## src/rtl/usbls_tx_token_gen.sv

```systemverilog
// usbls_tx_token_gen: low-speed USB token packet body serializer.
// Emits PID, ~PID, address, endpoint and CRC5 LSB-first, one bit per
// valid/ready handshake. SYNC and EOP are added by the downstream stage.
// Optional build macro USBLS_TX_TOKEN_SOF_EN adds the tok_frame port and
// an 11-bit frame-number phase used in place of ADDR/ENDP for SOF tokens.
`timescale 1ns/1ps

module usbls_tx_token_gen #(
  parameter int ADDR_W = 7,
  parameter int ENDP_W = 4
) (
  input  logic              clk,
  input  logic              rst_n,
  input  logic              tok_valid,
  output logic              tok_ready,
  input  logic [3:0]        tok_pid,
  input  logic [ADDR_W-1:0] tok_addr,
  input  logic [ENDP_W-1:0] tok_endp,
`ifdef USBLS_TX_TOKEN_SOF_EN
  input  logic [10:0]       tok_frame,
`endif
  input  logic              tok_abort,
  output logic              out_valid,
  input  logic              out_ready,
  output logic              out_bit,
  output logic              out_last,
  output logic              busy
);

  localparam int PKT_BITS = 8 + ADDR_W + ENDP_W + 5;
  localparam int CNT_W    = $clog2(PKT_BITS);

  localparam logic [CNT_W-1:0] PID_LAST   = CNT_W'(7);
  localparam logic [CNT_W-1:0] ADDR_LAST  = CNT_W'(ADDR_W - 1);
  localparam logic [CNT_W-1:0] ENDP_LAST  = CNT_W'(ENDP_W - 1);
  localparam logic [CNT_W-1:0] FRAME_LAST = CNT_W'(10);
  localparam logic [CNT_W-1:0] CRC_LAST   = CNT_W'(4);
  localparam logic [4:0]       CRC_SEED   = 5'b11111;

  typedef enum logic [2:0] {
    IDLE  = 3'd0,
    PID   = 3'd1,
    ADDR  = 3'd2,
    ENDP  = 3'd3,
    FRAME = 3'd4,
    CRC   = 3'd5
  } state_t;

  state_t            state, state_nxt;
  logic [CNT_W-1:0]  cnt, cnt_nxt;
  logic [4:0]        crc;
  logic [7:0]        pid_sr;
  logic [ADDR_W-1:0] addr_sr;
  logic [ENDP_W-1:0] endp_sr;
`ifdef USBLS_TX_TOKEN_SOF_EN
  logic [10:0]       frame_sr;
  logic              sof;
`endif
  logic              accept;
  logic              adv;

  // One step of the USB CRC5 LFSR (x^5 + x^2 + 1) for a single data bit.
  function automatic logic [4:0] crc5_step(input logic [4:0] c, input logic b);
    logic fb;
    fb = b ^ c[4];
    return {c[3:0], 1'b0} ^ (fb ? 5'b00101 : 5'b00000);
  endfunction

  assign tok_ready = (state == IDLE);
  assign busy      = (state != IDLE);
  assign out_valid = (state != IDLE);
  assign accept    = tok_valid && tok_ready && !tok_abort;
  assign adv       = out_valid && out_ready;
  assign out_last  = (state == CRC) && (cnt == CRC_LAST);

  // Current serial bit: head of the active field shift register, or the
  // inverted CRC MSB during the CRC phase (CRC register shifts left).
  always_comb begin
    out_bit = 1'b0;
    case (state)
      PID:     out_bit = pid_sr[0];
      ADDR:    out_bit = addr_sr[0];
      ENDP:    out_bit = endp_sr[0];
`ifdef USBLS_TX_TOKEN_SOF_EN
      FRAME:   out_bit = frame_sr[0];
`endif
      CRC:     out_bit = ~crc[4];
      default: out_bit = 1'b0;
    endcase
  end

  // State and bit-counter registers.
  always_ff @(posedge clk) begin
    if (!rst_n) begin
      state <= IDLE;
      cnt   <= '0;
    end else begin
      state <= state_nxt;
      cnt   <= cnt_nxt;
    end
  end

  // Next-state logic: counter runs within a field and wraps on each phase change.
  always_comb begin
    state_nxt = state;
    cnt_nxt   = cnt;
    case (state)
      IDLE: begin
        cnt_nxt = '0;
        if (accept) state_nxt = PID;
      end
      PID: if (adv) begin
        if (cnt == PID_LAST) begin
          cnt_nxt = '0;
`ifdef USBLS_TX_TOKEN_SOF_EN
          state_nxt = sof ? FRAME : ADDR;
`else
          state_nxt = ADDR;
`endif
        end else begin
          cnt_nxt = cnt + 1'b1;
        end
      end
      ADDR: if (adv) begin
        if (cnt == ADDR_LAST) begin
          cnt_nxt   = '0;
          state_nxt = ENDP;
        end else begin
          cnt_nxt = cnt + 1'b1;
        end
      end
      ENDP: if (adv) begin
        if (cnt == ENDP_LAST) begin
          cnt_nxt   = '0;
          state_nxt = CRC;
        end else begin
          cnt_nxt = cnt + 1'b1;
        end
      end
`ifdef USBLS_TX_TOKEN_SOF_EN
      FRAME: if (adv) begin
        if (cnt == FRAME_LAST) begin
          cnt_nxt   = '0;
          state_nxt = CRC;
        end else begin
          cnt_nxt = cnt + 1'b1;
        end
      end
`endif
      CRC: if (adv) begin
        if (cnt == CRC_LAST) begin
          cnt_nxt   = '0;
          state_nxt = IDLE;
        end else begin
          cnt_nxt = cnt + 1'b1;
        end
      end
      default: begin
        cnt_nxt   = '0;
        state_nxt = IDLE;
      end
    endcase
    if (tok_abort) begin
      cnt_nxt   = '0;
      state_nxt = IDLE;
    end
  end

  // CRC register: accumulates over the payload fields, then shifts out;
  // re-seeded on reset, abort and after the final bit.
  always_ff @(posedge clk) begin
    if (!rst_n) begin
      crc <= CRC_SEED;
    end else if (tok_abort) begin
      crc <= CRC_SEED;
    end else if (adv) begin
      case (state)
        ADDR, ENDP, FRAME: crc <= crc5_step(crc, out_bit);
        CRC:               crc <= (cnt == CRC_LAST) ? CRC_SEED : {crc[3:0], 1'b0};
        default:           crc <= crc;
      endcase
    end
  end

  // Field shift registers: loaded on acceptance, shifted right per accepted bit.
  always_ff @(posedge clk) begin
    if (accept) begin
      pid_sr   <= {~tok_pid, tok_pid};
      addr_sr  <= tok_addr;
      endp_sr  <= tok_endp;
`ifdef USBLS_TX_TOKEN_SOF_EN
      frame_sr <= tok_frame;
      sof      <= (tok_pid == 4'b0101);
`endif
    end else if (adv) begin
      case (state)
        PID:     pid_sr   <= pid_sr >> 1;
        ADDR:    addr_sr  <= addr_sr >> 1;
        ENDP:    endp_sr  <= endp_sr >> 1;
`ifdef USBLS_TX_TOKEN_SOF_EN
        FRAME:   frame_sr <= frame_sr >> 1;
`endif
        default: pid_sr   <= pid_sr;
      endcase
    end
  end

endmodule

```

## config.mk

```make
export PLATFORM = sky130hd
export DESIGN_NAME = usbls_tx_token_gen
export DESIGN_NICKNAME = d
export VERILOG_FILES = /design/src/rtl/usbls_tx_token_gen.sv
export SDC_FILE = /design/constraint.sdc
export NUM_CORES = 1
export LEC_CHECK = 0
export ABC_AREA = 1
export CORE_ASPECT_RATIO = 0.8
export CORE_MARGIN = 2
export CORE_UTILIZATION = 40
export DETAILED_ROUTE_END_ITERATION = 7
export PLACE_DENSITY = 0.65
export SKIP_LAST_GASP = 1
export SLEW_MARGIN = 20
export SYNTH_ARGS = -nofsm -noshare
export SYNTH_HDL_FRONTEND = slang
export SYNTH_SLANG_ARGS = --single-unit
export TNS_END_PERCENT = 50
```

## constraint.sdc

```tcl
create_clock -name clk -period 1.9 [get_ports clk]
set_input_delay 0.475 -clock clk [delete_from_list [all_inputs] [get_ports clk]]
set_output_delay 0.475 -clock clk [all_outputs]
set_load 0.03 [all_outputs]
```

== Word-level counts from Yosys, hierarchy flattened ==
Cells that the tools add are included.
W data, S select, Z words.
Storage, ports and cells
  output and inout port bits: 5
  register bits: 32
Cells by class
  multiplexer cells: 32
  add/sub/neg operators: 1
  eq/ne operators: 18
  reduce and logical (&&, ||, !) cells: 20
  bitwise logic cells: 5
Operator list (number)
  $mux W5: 9
  $mux W3: 10
  $mux W8: 3
  $mux W7: 3
  $pmux W5 S4: 1
  $eq A5 B3 Y1 const B: 3
  $pmux W3 S5: 1
  $ne A2 B2 Y1 const B: 7
  $mux W4: 3
  $pmux W5 S2: 1
  $reduce_bool A2 Y1: 5
  $reduce_and A9 Y1: 1
  $reduce_and A2 Y1: 4
  $eq A3 B2 Y1 const B: 2
  $eq A3 B3 Y1 const B: 2
  $add A5 B1 Y5 const B: 1
  $eq A5 B2 Y1 const B: 1
  $xor A5 B3 Y5: 1
  $logic_and A1 B1 Y1: 4
  $ne A2 B1 Y1 const B: 2
  $not A4 Y4: 1
  $pmux W1 S4: 1
  $reduce_and A4 Y1: 1
  $eq A3 B1 Y1 const B: 1
  other kinds (7): 8

== Depth between registers and ports, before layout ==
Gate-level depths: netlist of run 1.
  depth in word-level cells: 6
  gate-level depth with buffers: 11

== Worst setup path after synthesis of run 1 ==
No wires, ideal clock.
  path kind: register to register
  from: reg state[2]
  to: reg pid_sr[0], enable pin
  period minus slack after synthesis: 1.888 ns
  stages on the path, launching flop included: 8
  arrival time: 1.504 ns
  data required time: 1.516 ns
  slack: 0.012 ns
  cells stage by stage: dfxtp_1 -> nor2_2 -> nand2_4 -> inv_6 -> nand3_4 -> buf_6 -> buf_2 -> o21ai_0
RTL lines
  start: declaration: line 49  | state_t state, state_nxt;
  start signal: assignment: line 98  | state <= state_nxt;
  $reduce_bool A3 Y1
  net busy: line 27  | output logic busy
  $logic_and A1 B1 Y1: line 73  | assign adv = out_valid && out_ready;
  $reduce_bool A2 Y1 (no line)
  $reduce_and A2 Y1 (no line)
  end signal: assignment: line 188  | pid_sr <= {~tok_pid, tok_pid};
  end signal: assignment: line 197  | PID: pid_sr <= pid_sr >> 1;
  end signal: assignment: line 203  | default: pid_sr <= pid_sr;
  end: declaration: line 52  | logic [7:0] pid_sr;
The timed path passes the listed nets, and every way through them passes these cells.
A chain may end at the register's enable or synchronous reset.

== Worst setup path in the final report of run 1 ==
  from: reg state[2]
  to: out out_bit
Between the ends
  longest elaborated chain between the ends: 2
Ends and longest elaborated chain
  $eq A3 B3 Y1, or another cell as far along: line 80  | case (state)
  $pmux W1 S4 (*): line 80
  end: declaration: line 25  | output logic out_bit,
Mark *: on every way between the ends. The rest lies on a longest branch, timed or not.

==> summary.txt, run 1 <==
Floorplan
  • Starting Density: 0.411
  • Die Ht: 62.2 microns
  • Core box area: 4130 sq um
  • Std-Cell Rows: 21
  • I/O pins: 25
  • Die area: 4780 sq um
  • Die X: 76.8 microns

STA
  • Clock Skew: 4.68 ps
  • Final period util: 0.954
  • Worst hold margin: 483 ps
  • FMAX: 0.552 GHz
  • Final Critical Period: 1810 ps
  • Final setup fails: 0
  • Final Hold Fails: 0
  • Max Transition Viols Final: 0
  • RSZ-0062 raised after global routing: yes
  • Worst Max-Slew Pin Slew: 302 ps
  • Slew HR: 0.800
  • Fin Setup TNS: 0 ps

Min path
  • Worst min path class: flip-flop to flip-flop
  • WHS Endpoint: crc[0]$_SDFFE_PP1P_
  • Min-delay src: crc[0]$_SDFFE_PP1P_
  • WHS Path Cells: 2

Final layout
  • Commonest non-fill, non-tap cell in the layout: nand2_1
  • Fraction of layout cells with a size suffix above 1: 0.166
  • Most frequent cells in the layout: nand2_1, nor2_1, inv_1, edfxtp_1, clkdlybuf4s50_1
  • Layout area overhead: 31.0%
  • Fillers: 396
  • Multi-input logic area: 754 sq um
  • Post-layout util: 0.538
  • ANT cells: 0
  • Register area: 836 sq um
  • Nets: 277

Flow run
  • Max cap viols: 0

Global route
  • Total track usage: 0.160
  • Total grt overflow: 0
  • Vias in the first global route: 1310
  • Largest net degree at the start of global routing: 17
  • Initial antenna violation count: 0
  • First-pass GRT wire length: 5.99 mm

Yosys
  • Sequential area share after synthesis: 0.490
  • Synthesis warning total: 0
  • Syn Nets: 236
  • Post-Syn Area: 1700 sq um
  • Post-Syn Instances: 211
  • Synth Register Bits: 32
  • Post-synthesis cell type count: 24
  • Synthesized area per cell: 8.03 sq um

Setup path
  • Crit-path max FO: 5
  • CP Capture Type: output pin
  • Startpoint types: flip-flop
  • Worst Path Arrival: 1340 ps
  • Worst reg2reg endpoint: cnt[3]$_SDFFE_PP0P_
  • Crit Path Class: flip-flop to output pin
  • R2R Setup Slk: 350 ps
  • Worst R2R Path Depth: 9
  • Critical Path RT: 1420 ps
  • Reg2reg start: state[1]$_SDFFE_PP0P_

Power and ir drop
  • VDD IR max: 0.693 mV
  • Power density cells: 1490 nW/um^2
  • Pleak: 0.959 nW

Clocking
  • Clock root buffer master: clkbuf_8
  • Skew-Pair Late Insertion Delay: 280 ps
  • Clk pin slew, worst setup/hold paths: 70 ps
  • Maximum clock insertion buffer count: 2
  • Hold-fix buffers at CTS: 0
  • Htree depth: 2
  • Num CTS Buffers: 5
  • Total clock sinks: 32
  • CTS tree: built

Detailed routing
  • Routed len/inst: 11.2 microns
  • Antenna viol nets, final: 0
  • DRC violations left: 0
  • Routed WL: 3.47 mm
  • Vias: 1427
  • 1st-iter DRT viols: 99
  • Pre-antenna DRT Iters: 4
  • Vias/cell: 4.60

Placed design
  • Dpl hpwl: 2.64 mm
  • # port buffers: 24
  • GP Congestion: 0.854

Outcome
  • Outcome: finished, final reports clean
sequential cells by signal, summed over array words and instances, names as in the netlist:
signal / flops
addr_sr: 7
cnt: 5
crc: 5
endp_sr: 4
pid_sr: 8
state: 3
logic make-up after synthesis:
| logic type | share of synthesized area |
|---|---|
| AND/OR/NAND/NOR | 0.313 |
| flip-flops | 0.490 |
| XOR/XNOR | 0.0103 |
| adder cells (fa/ha/maj) | 0.0369 |
| buffers and inverters | 0.0782 |
| AO/OA/AOI/OAI | 0.0716 |
stage by stage:
step	cells	instance area (sq um)	setup WS, ps	power (mW)
2_1_floorplan	211	1700	12.3	2.14
3_3_place_gp	300	2060	90.0	2.63
3_5_place_dp	300	2060	24.1	2.64
4_1_cts	308	2170	-85.0	3.29
5_1_grt	310	2220	-30.5	3.55
6_report	310	2220	86.8	3.31
area by class of cell:
cell class	instances	area share
Clock buffer	6	0.0372
Clock inverter	2	0.0152
Inverter	24	0.0434
Multi-Input combinational cell	150	0.340
Sequential cell	32	0.376
Tap cell	57	0.0321
Timing Repair Buffer	39	0.156
timing repair:
| item | CTS | global route |
|---|---|---|
| gates resized for setup | 2 | 11 |
| setup endpoints to repair | 4 | 2 |
| pin swaps | 0 | 2 |
| buffers inserted | 0 | 2 |
| endpoints found under the hold margin | 0 | 0 |
critical path, stage by stage, from the launching register on:
cell and delay [ps]:
dfxtp_4 390, nor2_4 50, buf_4 140, nand3_1 60
nand2_1 90, nor2_2 120, inv_1 50, buf_4 160
worst max path at each step:
stage	startpoint	end	slack, ps	cells past startpoint
final	state[2]$_SDFFE_PP0P_	out_bit	90	7
after global routing	state[0]$_SDFFE_PP0P_	out_last	-30	6
after CTS	state[2]$_SDFFE_PP0P_	out_bit	-80	7
after detailed placement	tok_valid	pid_sr[5]$_DFFE_PP_	20	5
after global placement	tok_valid	pid_sr[5]$_DFFE_PP_	90	5
after floorplan	state[2]$_SDFFE_PP0P_	pid_sr[0]$_DFFE_PP_	10	7
synthesized netlist by cell type (all sizes together):
library cell | n | area share
clkinv | 1 | 0.0029
ha | 5 | 0.037
dfxtp | 13 | 0.15
buf | 5 | 0.021
o22ai | 3 | 0.011
edfxtp | 19 | 0.34
xor2 | 2 | 0.010
nand2 | 74 | 0.17
inv | 23 | 0.054
o21ai | 9 | 0.027
nand3 | 15 | 0.059
a21oi | 7 | 0.021
nor2 | 29 | 0.070
nand4 | 3 | 0.011
o21a | 3 | 0.013
where the power goes:
group	internal (mW)	switching, mW
sequential	0.991	0.0750
combinational	0.599	0.966
clock	0.422	0.256
routing by layer:
metal | wire [microns] | global-route usage | vias up
li1 | - | - | 761
met1 | 1910 | 0.245 | 624
met2 | 1350 | 0.207 | 32
met3 | 127 | 0.0363 | 10
met4 | 87 | 0.0841 | 0
met5 | 0 | 0 | -
Note: power is estimated with default switching activity, not from simulation.
==> inputs of run 2 (changes only) <==
- CORE_UTILIZATION: 40 -> 25
- PLACE_DENSITY: 0.65 -> 0.46
==> summary.txt, run 2 (synthesized netlist as in run 1, its figures left out) <==
Detailed routing
  • DRC violations left: 0 (unchanged)
  • 1st-iter DRT viols: 50 (-49%)
  • Routed WL: 3.50 mm (+0.84%)
  • Vias: 1397 (-2.1%)
  • DR top layer: met4
  • Pre-antenna DRT Iters: 4 (unchanged)
  • Vias/cell: 4.18 (-9.1%)
  • Antenna viol nets, final: 0 (unchanged)
  • Met3 routed WL: 181 microns (+43%)
  • Metal-1 WL: 1.96 mm (+2.7%)
  • Met2 WL: 1.32 mm (-2.2%)
  • Routed len/inst: 10.5 microns (-6.4%)

Floorplan
  • Die X: 96.1 microns (+25%)
  • Die Ht: 77.7 microns (+25%)
  • Starting Density: 0.262 (-0.149)
  • I/O pins: 25 (unchanged)
  • Std-Cell Rows: 26 (+24%)
  • Die area: 7460 sq um (+56%)
  • Core box area: 6470 sq um (+57%)

STA
  • Worst hold margin: 487 ps (+4.55 ps)
  • Final Critical Period: 1820 ps (+4.52 ps)
  • Max Transition Viols Final: 0 (unchanged)
  • RSZ-0062 raised after global routing: yes
  • Clock Skew: 5.67 ps (+0.995 ps)
  • Final period util: 0.957 (+0.00238)
  • PnR worst setup slack: 82.3 ps (-4.52 ps)
  • Slew HR: 0.803 (+0.00361)
  • Final Hold Fails: 0 (unchanged)
  • Final setup fails: 0 (unchanged)
  • Fin Setup TNS: 0 ps (unchanged)
  • Worst Max-Slew Pin Slew: 296 ps (-5.44 ps)
  • FMAX: 0.550 GHz (-0.25%)

Setup path
  • Worst reg2reg endpoint: state[2]$_SDFFE_PP0P_
  • R2R Setup Slk: 350 ps (about the same)
  • Crit-path max FO: 4 (-1)
  • Crit Path Class: flip-flop to output pin
  • Critical Path RT: 1420 ps (about the same)
  • Worst Path Arrival: 1340 ps (about the same)
  • Startpoint types: flip-flop
  • CP Capture Type: output pin
  • Reg2reg start: cnt[1]$_SDFFE_PP0P_
  • Worst R2R Path Depth: 10 (+1)

Global route
  • Initial antenna violation count: 0 (unchanged)
  • Vias in the first global route: 1308 (-0.15%)
  • Total grt overflow: 0 (unchanged)
  • Total track usage: 0.103 (-0.0577)
  • Largest net degree at the start of global routing: 12 (-5)
  • First-pass GRT wire length: 5.90 mm (-1.5%)

Final layout
  • Fillers: 664 (+68%)
  • Max FFs per register: 8 (unchanged)
  • Nets: 274 (-1.1%)
  • Commonest non-fill, non-tap cell in the layout: nand2_1
  • Layout area overhead: 31.2%
  • Fraction of layout cells with a size suffix above 1: 0.168 (+0.00199)
  • Reg with most FFs: pid_sr
  • Most frequent cells in the layout: nand2_1, nor2_1, inv_1, edfxtp_1, clkdlybuf4s50_1
  • Largest regs: pid_sr x8, addr_sr x7
  • Filler-free cell count of the finished design: 334 (+7.7%)
  • ANT cells: 0 (unchanged)

Min path
  • WHS Path Cells: 2 (unchanged)
  • Worst min path class: flip-flop to flip-flop
  • Min-delay src: crc[2]$_SDFFE_PP1P_
  • WHS Endpoint: crc[2]$_SDFFE_PP1P_

Clocking
  • Skew-Pair Late Insertion Delay: 280 ps (about the same)
  • Htree depth: 2 (unchanged)
  • Maximum clock insertion buffer count: 2 (unchanged)
  • Clk pin slew, worst setup/hold paths: 70 ps (about the same)
  • Clock root buffer master: clkbuf_8
  • Total clock sinks: 32 (unchanged)
  • Num CTS Buffers: 5 (unchanged)
  • CTS tree: built

Power and ir drop
  • Power density cells: 1450 nW/um^2 (-2.4%)
  • VDD IR max: 0.353 mV (-49%)
  • Tot Pwr: 3.23 mW (-2.3%)
  • Pleak: 0.938 nW (-2.1%)

Flow run
  • Max cap viols: 0 (unchanged)

Placed design
  • Place WS: 65.8 ps (+41.7 ps)
  • # port buffers: 24 (unchanged)
  • Dpl hpwl: 2.72 mm (+3.1%)
  • Placed insts: 326 (+8.7%)
  • GP Congestion: 0.790 (-7.5%)

Outcome
  • Outcome: finished, final reports clean
run 2: layer usage:
metal | track usage | vias up
met2 | 0.137 | 30
met1 | 0.154 | 606
met3 | 0.0301 | 6
met5 | 0 | -
li1 | - | 755
met4 | 0.0386 | 0
run 2: worst max-delay path, stage by stage, from the launching register on:
cell and delay, ps:
dfxtp_1 340, inv_1 100, ha_1 160, nand3_1 150
nor2_4 170, buf_6 140
run 2: repair_timing:
action	CTS	global route
gates resized for setup	1	12
setup buffers	0	0
gates cloned	0	0
endpoints found under the setup margin	3	3
hold buffers	0	0
pin swaps	0	2
run 2: layout make-up:
cell class              instances  area (sq um)  area share
inverters                      24          96.3      0.0433
repair buffers                 36           323       0.145
well taps                      84           105      0.0472
flip-flops and latches         32           837       0.376
multi-input cells             150           752       0.338
clock buffers                   5          68.8      0.0309
clock inverters                 3          42.5      0.0191
run 2: where the power goes:
| group | switching [mW] | total, mW | internal (mW) |
|---|---|---|---|
| combinational | 0.939 | 1.51 | 0.571 |
| clock | 0.259 | 0.646 | 0.388 |
| sequential | 0.0844 | 1.08 | 0.994 |
run 2: how the worst max path moves through the flow:
stage	start	to	slack [ps]	cells past startpoint
2_1_floorplan	state[2]$_SDFFE_PP0P_	pid_sr[0]$_DFFE_PP_	10	7
3_3_place_gp	out_ready	pid_sr[1]$_DFFE_PP_	90	4
3_5_place_dp	out_ready	pid_sr[0]$_DFFE_PP_	70	4
4_1_cts	state[0]$_SDFFE_PP0P_	out_bit	-40	7
5_1_grt	cnt[0]$_SDFFE_PP0P_	out_last	-2	5
6_report	cnt[0]$_SDFFE_PP0P_	out_last	80	5
run 2: metrics by stage:
step | area, sq um | utilization
2_1_floorplan | 1700 | -
3_3_place_gp | 2080 | 0.322
3_5_place_dp | 2080 | 0.322
4_1_cts | 2190 | 0.339
5_1_grt | 2220 | 0.344
6_report | 2220 | 0.344
